File: src/rtl/ddr_weight_pingpong_ctrl_pkg.sv
// rtl/ddr_weight_pingpong_ctrl_pkg.sv - shared types and constants for the weight ping-pong controller
package ddr_weight_pingpong_ctrl_pkg;

    typedef enum logic [1:0] {
        W_IDLE  = 2'd0,
        W_CHECK = 2'd1,
        W_REQ   = 2'd2,
        W_DATA  = 2'd3
    } w_state_t;

    localparam int BURST_BEATS_DEF = 64;
    localparam int BEAT_BYTES_DEF  = 32;
    localparam int TILE_STRIDE     = BURST_BEATS_DEF * BEAT_BYTES_DEF;

    // Byte distance between consecutive tiles in DDR.
    function automatic int tile_stride(input int beats, input int bytes);
        return beats * bytes;
    endfunction

endpackage

File: src/rtl/weight_tile_counter.sv
// rtl/weight_tile_counter.sv - beat counter that wraps and pulses tc on its final beat
module weight_tile_counter #(
    parameter int COUNT = 64
) (
    input  logic clk,
    input  logic rst_n,
    input  logic clr,
    input  logic inc,
    output logic tc
);

    localparam int W = (COUNT > 2) ? $clog2(COUNT) : 1;

    logic [W-1:0] count;

    assign tc = inc & (count == W'(COUNT - 1));

    always_ff @(posedge clk or negedge rst_n) begin
        if (!rst_n) begin
            count <= '0;
        end else if (clr) begin
            count <= '0;
        end else if (inc) begin
            count <= tc ? '0 : count + 1'b1;
        end
    end

endmodule

File: src/rtl/ddr_weight_pingpong_ctrl.sv
// rtl/ddr_weight_pingpong_ctrl.sv - schedules DDR weight bursts into a ping-pong FIFO pair
module ddr_weight_pingpong_ctrl
    import ddr_weight_pingpong_ctrl_pkg::*;
#(
    parameter int DDR_ADDR_WIDTH = 32,
    parameter int BURST_BEATS    = BURST_BEATS_DEF,
    parameter int BEAT_BYTES     = BEAT_BYTES_DEF,
    parameter int TILE_CNT_WIDTH = 10,
    parameter int LEN_WIDTH      = 8
) (
    input  logic                      CLK,
    input  logic                      RSTN_syncn,
    input  logic                      START,
    input  logic [DDR_ADDR_WIDTH-1:0] BASE_ADDR,
    input  logic [TILE_CNT_WIDTH-1:0] TILE_NUM,
    output logic                      RD_REQ,
    output logic [DDR_ADDR_WIDTH-1:0] RD_ADDR,
    output logic [LEN_WIDTH-1:0]      RD_LEN,
    input  logic                      RD_ACK,
    input  logic                      RD_FIFO_WE,
    input  logic                      CTRL_ADDR1_READ,
    output logic                      FIFO_Write_Choose,
    output logic                      FIFO_Read_Choose,
    output logic                      TILE_READY,
    output logic                      BUSY,
    output logic                      DONE,
    output logic                      ERR
);

    localparam logic [DDR_ADDR_WIDTH-1:0] STRIDE =
        DDR_ADDR_WIDTH'(tile_stride(BURST_BEATS, BEAT_BYTES));

    w_state_t                  state, state_nxt;
    logic                      busy, done, err, wsel, rsel;
    logic [1:0]                buf_full, set_mask, clr_mask;
    logic [DDR_ADDR_WIDTH-1:0] cur_addr;
    logic [TILE_CNT_WIDTH-1:0] tile_num, tiles_issued, tiles_consumed;
    logic                      start_acc, wr_beat, wr_tc, rd_pop, rd_tc, tile_ready;
    logic                      stray_beat, underrun;

    assign start_acc  = START & ~busy;
    assign tile_ready = busy & buf_full[rsel];
    assign wr_beat    = RD_FIFO_WE & (state == W_DATA);
    assign rd_pop     = CTRL_ADDR1_READ & tile_ready;
    // Stray beats only count as errors once a layer owns the FIFOs again.
    assign stray_beat = RD_FIFO_WE & (state != W_DATA) & busy;
    assign underrun   = CTRL_ADDR1_READ & ~tile_ready;

    assign set_mask = {wr_tc & wsel, wr_tc & ~wsel};
    assign clr_mask = {rd_tc & rsel, rd_tc & ~rsel};

    weight_tile_counter #(.COUNT(BURST_BEATS)) u_wr_cnt (
        .clk   (CLK),
        .rst_n (RSTN_syncn),
        .clr   (start_acc),
        .inc   (wr_beat),
        .tc    (wr_tc)
    );

    weight_tile_counter #(.COUNT(BURST_BEATS)) u_rd_cnt (
        .clk   (CLK),
        .rst_n (RSTN_syncn),
        .clr   (start_acc),
        .inc   (rd_pop),
        .tc    (rd_tc)
    );

    always_ff @(posedge CLK or negedge RSTN_syncn) begin
        if (!RSTN_syncn) begin
            state <= W_IDLE;
        end else begin
            state <= state_nxt;
        end
    end

    always_comb begin
        state_nxt = state;
        RD_REQ    = 1'b0;
        RD_ADDR   = '0;
        RD_LEN    = '0;
        case (state)
            W_IDLE: begin
                if (start_acc && (TILE_NUM != '0)) begin
                    state_nxt = W_CHECK;
                end
            end
            W_CHECK: begin
                if (tiles_issued == tile_num) begin
                    state_nxt = W_IDLE;
                end else if (!buf_full[wsel]) begin
                    state_nxt = W_REQ;
                end
            end
            W_REQ: begin
                RD_REQ  = 1'b1;
                RD_ADDR = cur_addr;
                RD_LEN  = LEN_WIDTH'(BURST_BEATS - 1);
                if (RD_ACK) begin
                    state_nxt = W_DATA;
                end
            end
            W_DATA: begin
                if (wr_tc) begin
                    state_nxt = W_CHECK;
                end
            end
            default: state_nxt = W_IDLE;
        endcase
    end

    always_ff @(posedge CLK or negedge RSTN_syncn) begin
        if (!RSTN_syncn) begin
            busy           <= 1'b0;
            done           <= 1'b0;
            err            <= 1'b0;
            wsel           <= 1'b0;
            rsel           <= 1'b0;
            buf_full       <= '0;
            cur_addr       <= '0;
            tile_num       <= '0;
            tiles_issued   <= '0;
            tiles_consumed <= '0;
        end else begin
            done <= 1'b0;
            if (start_acc) begin
                tile_num       <= TILE_NUM;
                cur_addr       <= BASE_ADDR;
                tiles_issued   <= '0;
                tiles_consumed <= '0;
                buf_full       <= '0;
                wsel           <= 1'b0;
                rsel           <= 1'b0;
                err            <= 1'b0;
                busy           <= (TILE_NUM != '0);
                done           <= (TILE_NUM == '0);
            end else begin
                if (wr_tc) begin
                    cur_addr     <= cur_addr + STRIDE;
                    tiles_issued <= tiles_issued + 1'b1;
                    wsel         <= ~wsel;
                end
                if (rd_tc) begin
                    rsel           <= ~rsel;
                    tiles_consumed <= tiles_consumed + 1'b1;
                    if (tiles_consumed + 1'b1 == tile_num) begin
                        busy <= 1'b0;
                        done <= 1'b1;
                    end
                end
                // Ownership rules keep set and clear on different bits.
                buf_full <= (buf_full | set_mask) & ~clr_mask;
                if (stray_beat || underrun) begin
                    err <= 1'b1;
                end
            end
        end
    end

    assign FIFO_Write_Choose = wsel;
    assign FIFO_Read_Choose  = rsel;
    assign TILE_READY        = tile_ready;
    assign BUSY              = busy;
    assign DONE              = done;
    assign ERR               = err;

endmodule

File: config.mk
export PLATFORM = sky130hd
export DESIGN_NAME = ddr_weight_pingpong_ctrl
export DESIGN_NICKNAME = d
export VERILOG_FILES = /design/src/rtl/ddr_weight_pingpong_ctrl_pkg.sv /design/src/rtl/weight_tile_counter.sv /design/src/rtl/ddr_weight_pingpong_ctrl.sv
export SDC_FILE = /design/constraint.sdc
export NUM_CORES = 1
export LEC_CHECK = 0
export ABC_AREA = 1
export BUFFER_PORTS_ARGS = -buffer_cell sky130_fd_sc_hd__buf_2
export CAP_MARGIN = 25
export CORE_UTILIZATION = 58
export DETAILED_ROUTE_END_ITERATION = 12
export PLACE_DENSITY = 0.83
export SLEW_MARGIN = 10
export SYNTH_ARGS = -nofsm -noshare
export SYNTH_HDL_FRONTEND = slang
export SYNTH_SLANG_ARGS = --single-unit
export TNS_END_PERCENT = 30
File: constraint.sdc
create_clock -name CLK -period 3.67 [get_ports CLK]
set_input_delay 0 -clock CLK [delete_from_list [all_inputs] [get_ports CLK]]
set_output_delay 0 -clock CLK [all_outputs]
set_load 0.05 [all_outputs]
Word level (Yosys, flattened, before mapping)
Index checks and enable logic that the tools add are counted.
W data, S select, Z words.
{"block": "totals", "reg_bits": 83, "latch_bits": 0, "mem_bits_rw": 0, "romBits": 0, "in_bits": 48, "out_inout_bits": 47, "elab_cells": 103, "memories": 0}
{"block": "op_classes", "add_sub_neg": 5, "n_mul": 0, "n_div": 0, "n_lt_le_gt_ge": 2, "eq_ne": 12, "n_shift": 0, "muxes": 38, "n_bitwise": 20, "n_reduce_logical": 13}
{"operator": "$mux W32", "n": 3}
{"operator": "$mux W6", "n": 7}
{"operator": "$mux W10", "n": 4}
{"operator": "$add A32 B12 Y32 const B", "n": 1}
{"operator": "$add A10 B1 Y10 const B", "n": 2}
{"operator": "$eq A10 B10 Y1", "n": 2}
{"operator": "$mux W1", "n": 17}
{"operator": "$and A1 B1 Y1", "n": 13}
{"operator": "$add A6 B1 Y6 const B", "n": 2}
{"operator": "$eq A6 B6 Y1 const B", "n": 2}
{"operator": "$mux W2", "n": 6}
{"operator": "$reduce_bool A2 Y1", "n": 6}
{"operator": "$logic_not A10 Y1", "n": 1}
{"operator": "$reduce_bool A10 Y1", "n": 1}
{"operator": "$pmux W2 S4", "n": 1}
{"operator": "$ne A2 B2 Y1 const B", "n": 3}
{"operator": "$eq A2 B2 Y1 const B", "n": 2}
{"operator": "$lt A1 B2 Y1 const B", "n": 2}
{"operator": "$not A1 Y1", "n": 4}
{"operator": "$reduce_and A4 Y1", "n": 1}
{"operator": "$ne A3 B3 Y1 const B", "n": 1}
{"operator": "$and A2 B2 Y2", "n": 1}
{"operator": "$eq A2 B1 Y1 const B", "n": 1}
{"operator": "$logic_not A2 Y1", "n": 1}
{"operator": "other kinds (6)", "n": 6}

Longest topological paths before layout
{"block": "depth", "word_depth": 9, "ltp_mapped": 13}

Hierarchy
A second synthesis with hierarchy kept.
{"block": "unflattened", "cells_unflattened": 749, "area_unflattened_um2": 5175.0}
{"module": "ddr_weight_pingpong_ctrl", "n_inst": 1, "cells_each": 661, "area_each_um2": 4529.3, "seq_area_each_um2": 1776.7}
{"module": "weight_tile_counter", "n_inst": 2, "cells_each": 44, "area_each_um2": 322.8, "seq_area_each_um2": 150.1}

Worst setup path after synthesis
OpenSTA, ideal clock, no wires.
{"block": "synth_path", "kind": "register -> register", "startpoint": "reg busy (netlist: BUSY)", "endpoint": "reg u_rd_cnt.count[5]", "arrival_time_ns": 2.347, "required_ns": 3.549, "slack_ns": 1.203, "path_stages_with_launch": 10, "n_path_buf": 0, "cell_sequence": "dfrtp_1 nand2_1 nor2_1 nand2_1 nand2_1 nand2_1 nor2_1 nand2_1 xor2_1 nor2_1"}
{"block": "synth_via", "elab_chain_len": 6, "elab_cells_between_ends": 9}
{"item": "from (decl)", "line": "ddr_weight_pingpong_ctrl.sv:34", "source": "logic busy, done, err, wsel, rsel;"}
{"item": "from (signal assigned)", "line": "ddr_weight_pingpong_ctrl.sv:134", "source": "busy <= (TILE_NUM != '0);"}
{"item": "$and A1 B1 Y1 *", "line": "ddr_weight_pingpong_ctrl.sv:42", "source": "assign tile_ready = busy & buf_full[rsel];"}
{"item": "net TILE_READY", "line": "ddr_weight_pingpong_ctrl.sv:24", "source": "output logic TILE_READY,"}
{"item": "$and A1 B1 Y1 *", "line": "ddr_weight_pingpong_ctrl.sv:44", "source": "assign rd_pop = CTRL_ADDR1_READ & tile_ready;"}
{"item": "$and A1 B1 Y1", "line": "weight_tile_counter.sv:16", "source": "assign tc = inc & (count == W'(COUNT - 1));"}
{"item": "$mux W6", "line": "weight_tile_counter.sv:24", "source": "count <= tc ? '0 : count + 1'b1;"}
{"item": "$mux W6", "line": "weight_tile_counter.sv:23", "source": "end else if (inc) begin"}
{"item": "$mux W6", "line": "weight_tile_counter.sv:21", "source": "end else if (clr) begin"}
{"item": "to (signal assigned)", "line": "weight_tile_counter.sv:24"}
{"item": "to (decl)", "line": "weight_tile_counter.sv:14", "source": "logic [W-1:0] count;"}
The timed path passes the listed nets; every way through them passes the cells marked *. The select of a mux whose other input is x is not followed.
A chain may end at the register's enable or synchronous reset.

Final worst setup path
{"block": "layout_path", "startpoint": "reg state[0]", "endpoint": "reg cur_addr[24]"}
{"block": "layout_via", "elab_chain_len": 4}
{"item": "from (decl)", "line": "ddr_weight_pingpong_ctrl.sv:33", "source": "w_state_t state, state_nxt;"}
{"item": "from (signal assigned)", "line": "ddr_weight_pingpong_ctrl.sv:72", "source": "state <= state_nxt;"}
{"item": "$eq A2 B2 Y1", "line": "ddr_weight_pingpong_ctrl.sv:43", "source": "assign wr_beat = RD_FIFO_WE & (state == W_DATA);"}
{"item": "$and A1 B1 Y1", "line": "ddr_weight_pingpong_ctrl.sv:43"}
{"item": "$and A1 B1 Y1", "line": "weight_tile_counter.sv:16"}
{"item": "$reduce_bool A2 Y1 (no line)"}
{"item": "to (signal assigned)", "line": "ddr_weight_pingpong_ctrl.sv:138", "source": "cur_addr <= cur_addr + STRIDE;"}
{"item": "to (decl)", "line": "ddr_weight_pingpong_ctrl.sv:36", "source": "logic [DDR_ADDR_WIDTH-1:0] cur_addr;"}
No other way between the ends.

==> qor.csv <==
metric,value,unit
Critical Path RT,3970,ps
"Distinct cells, synth",41,
Syn Inst Count,723,
Worst Path Arrival,2990,ps
TritonRoute pass-1 iters,5,
clock buffer count from CTS,9,
sequential fraction of the synthesis area,41.0,%
fin. max-slew vios,0,
Final Cycle Share,73.2,%
Yosys warning count,0,
Final TNS setup,0,ps
# resized after CTS,0,
relative slew slack,44.0,%
Worst-path clk slew,90,ps
Root Buffer,clkbuf_8,
DRC,0,
dominant synthesized flop cell,dfrtp_1,
global route overflow,0,
Max clock buf depth,2,
maximum VDD drop,0.000314,V
Worst-Margin Slew,838,ps
worst skew pair latency,360,ps
crit end category,flip-flop,
htree depth,3,
Max-cap violations,0,
Async SR Flop Fraction,100,%
"commonest non-fill, non-tap cell in the layout",nand2_1,
vias after detailed routing,5059,
vias per cell,5.30,
DRT antenna net count,0,
"Net count, final",903,
Seq cells post-synth,83,
core footprint,8340,um^2
port buffer count,92,
maximum operating frequency,0.372,GHz
1st-iter DRT viols,275,
P&R area growth vs syn,22.1,%
crit path max fanout,28,
Worst Hold Class,in -> async,
WL/cell,13.6,um
Die Span Y,95.4,um
clock sinks,83,
minimum clock period,2690,ps
GPL Wtd Cong,0.918,
final hold slack,36.7,ps
Hold Fails Final Rpt,0,
layout cell share with drive strength beyond 1,14.9,%
pin count of the biggest net entering global routing,84,
crit path kind,reg -> reg,
row cnt,33,
DP HPWL,8460,um
detailed-route wire length,13000,um
status,finished clean,
CTS tree,built,
Die ar.,9110,um^2
Syn Std Cell Area,5060,um^2
Final Skew,6.68,ps
Initial Util,60.7,%
die extent in x,95.4,um
area of the multi-input gates,2440,um^2
P_leak,3.40,nW
initial antenna violation count,0,
most frequent cells in the layout,"nand2_1 (225), inv_1 (104), buf_2 (91), dfrtp_1 (83), nor2_1 (63)",
Power Density,552,nW/um^2
Startpoint Class,flip-flop,
layout filler cell count,664,
Mapped Avg Cell Area,7.00,um^2
Tot GR Track Use,30.0,%
Antenna diodes,0,
I/O Pins,95,
first-pass GRT wire length,21100,um
Post-synth EDFFs,0,
FF/Latch Area,2080,um^2
unrepaired setup endpoints after global routing,false,
vias in the first global route,4735,
Final setup viols,0,
==> synth_stat cells (7+ instances only) <==
cell type	number	area share, %
nand2_1	225	17
inv_1	105	7.8
dfrtp_1	83	41
nor2_1	64	4.7
o21ai_0	54	5.3
nand3_1	48	4.7
a21oi_1	21	2.1
xor2_1	15	2.6
nor3_1	14	1.4
clkbuf_1	13	0.96
o22ai_1	13	1.6
ha_1	10	2.5
nand4_1	9	1.1
buf_4	8	1.2
buf_2	7	0.69
==> cell families (layout without fill, tap and decap cells) <==
group                    Yosys count  count (layout)  share of synthesized area, %
AND/OR/NAND/NOR                  374             374                          31.0
buffers and inverters            137             263                          11.1
AO/OA/AOI/OAI                     99              99                          10.7
flip-flops                        83              83                          41.0
XOR/XNOR                          19              19                          3.56
adder cells (fa/ha/maj)           10              10                          2.47
other                              1               2                        0.0741
==> worst paths after layout <==
path / start / to / slack [ps] / cells past startpoint
min: RSTN_syncn / tiles_consumed[7]$_DFFE_PN0P_ / 40 / 2
max: state[0]$_DFFE_PN0P_ / cur_addr[24]$_DFFE_PN0P_ / 980 / 9
max reg2reg: state[0]$_DFFE_PN0P_ / cur_addr[24]$_DFFE_PN0P_ / 980 / 9
min in group CLK: RD_ACK / state[0]$_DFFE_PN0P_ / 210 / 5
min reg2reg: cur_addr[7]$_DFFE_PN0P_ / cur_addr[7]$_DFFE_PN0P_ / 480 / 2
max in group asynchronous: RSTN_syncn / buf_full[0]$_DFF_PN0_ / 3030 / 3
==> through the flow <==
stage               utilization, %  area (um^2)  power [mW]  worst slack, ps  cells
global placement              66.3         5530        2.69             1180    893
detailed placement            66.3         5530        2.75             1010    893
floorplan                        -         5070        2.43             1200    724
finish                        74.1         6180        3.41              985    955
CTS                           73.8         6150        3.40             1010    954
global route                  74.1         6180        3.65              718    955
==> critical path, stage by stage, from the launching register on <==
cell,delay [ps]
dfrtp_1,420
ha_1,220
nand2_2,120
nor2_2,120
nand4_2,260
nand2_1,730
inv_2,340
nor3_1,250
o21ai_0,110
inv_1,60
==> per-layer routing <==
| layer | wire length, um | track usage [%] | vias to the layer above | share of wire [%] |
|---|---|---|---|---|
| met5 | 0 | 0 | - | 0 |
| met4 | 240 | 11.1 | 0 | 1.8 |
| met3 | 661 | 4.07 | 23 | 5.1 |
| met2 | 6490 | 52.2 | 173 | 50 |
| met1 | 5630 | 37.9 | 2348 | 43 |
| li1 | - | - | 2515 | - |
==> flip-flops by register name, indices dropped and copies added, names as in the netlist <==
signal             cells
u_wr_cnt.count         6
ERR                    1
u_rd_cnt.count         6
BUSY                   1
DONE                   1
cur_addr              32
tile_num              10
FIFO_Write_Choose      1
state                  2
FIFO_Read_Choose       1
tiles_consumed        10
buf_full               2
tiles_issued          10
==> cell type report <==
type,instances,share of cell area [%]
sequential,83,33.6
tap,105,2.13
clock inverter,7,0.830
timing repair buffer,141,15.6
clock buffer,9,2.00
inverter,106,6.44
multi-input combinational,504,39.4
==> where the power goes <==
part	switching [mW]	internal, mW
logic	0.878	0.455
registers	0.307	1.17
clock network	0.354	0.249
total	1.54	1.87
==> timing repair <==
action,in CTS,in global routing
buffers inserted,0,0
hold endpoints to repair,127,0
hold buffers,45,0
Note: power is estimated with default switching activity, not from simulation.
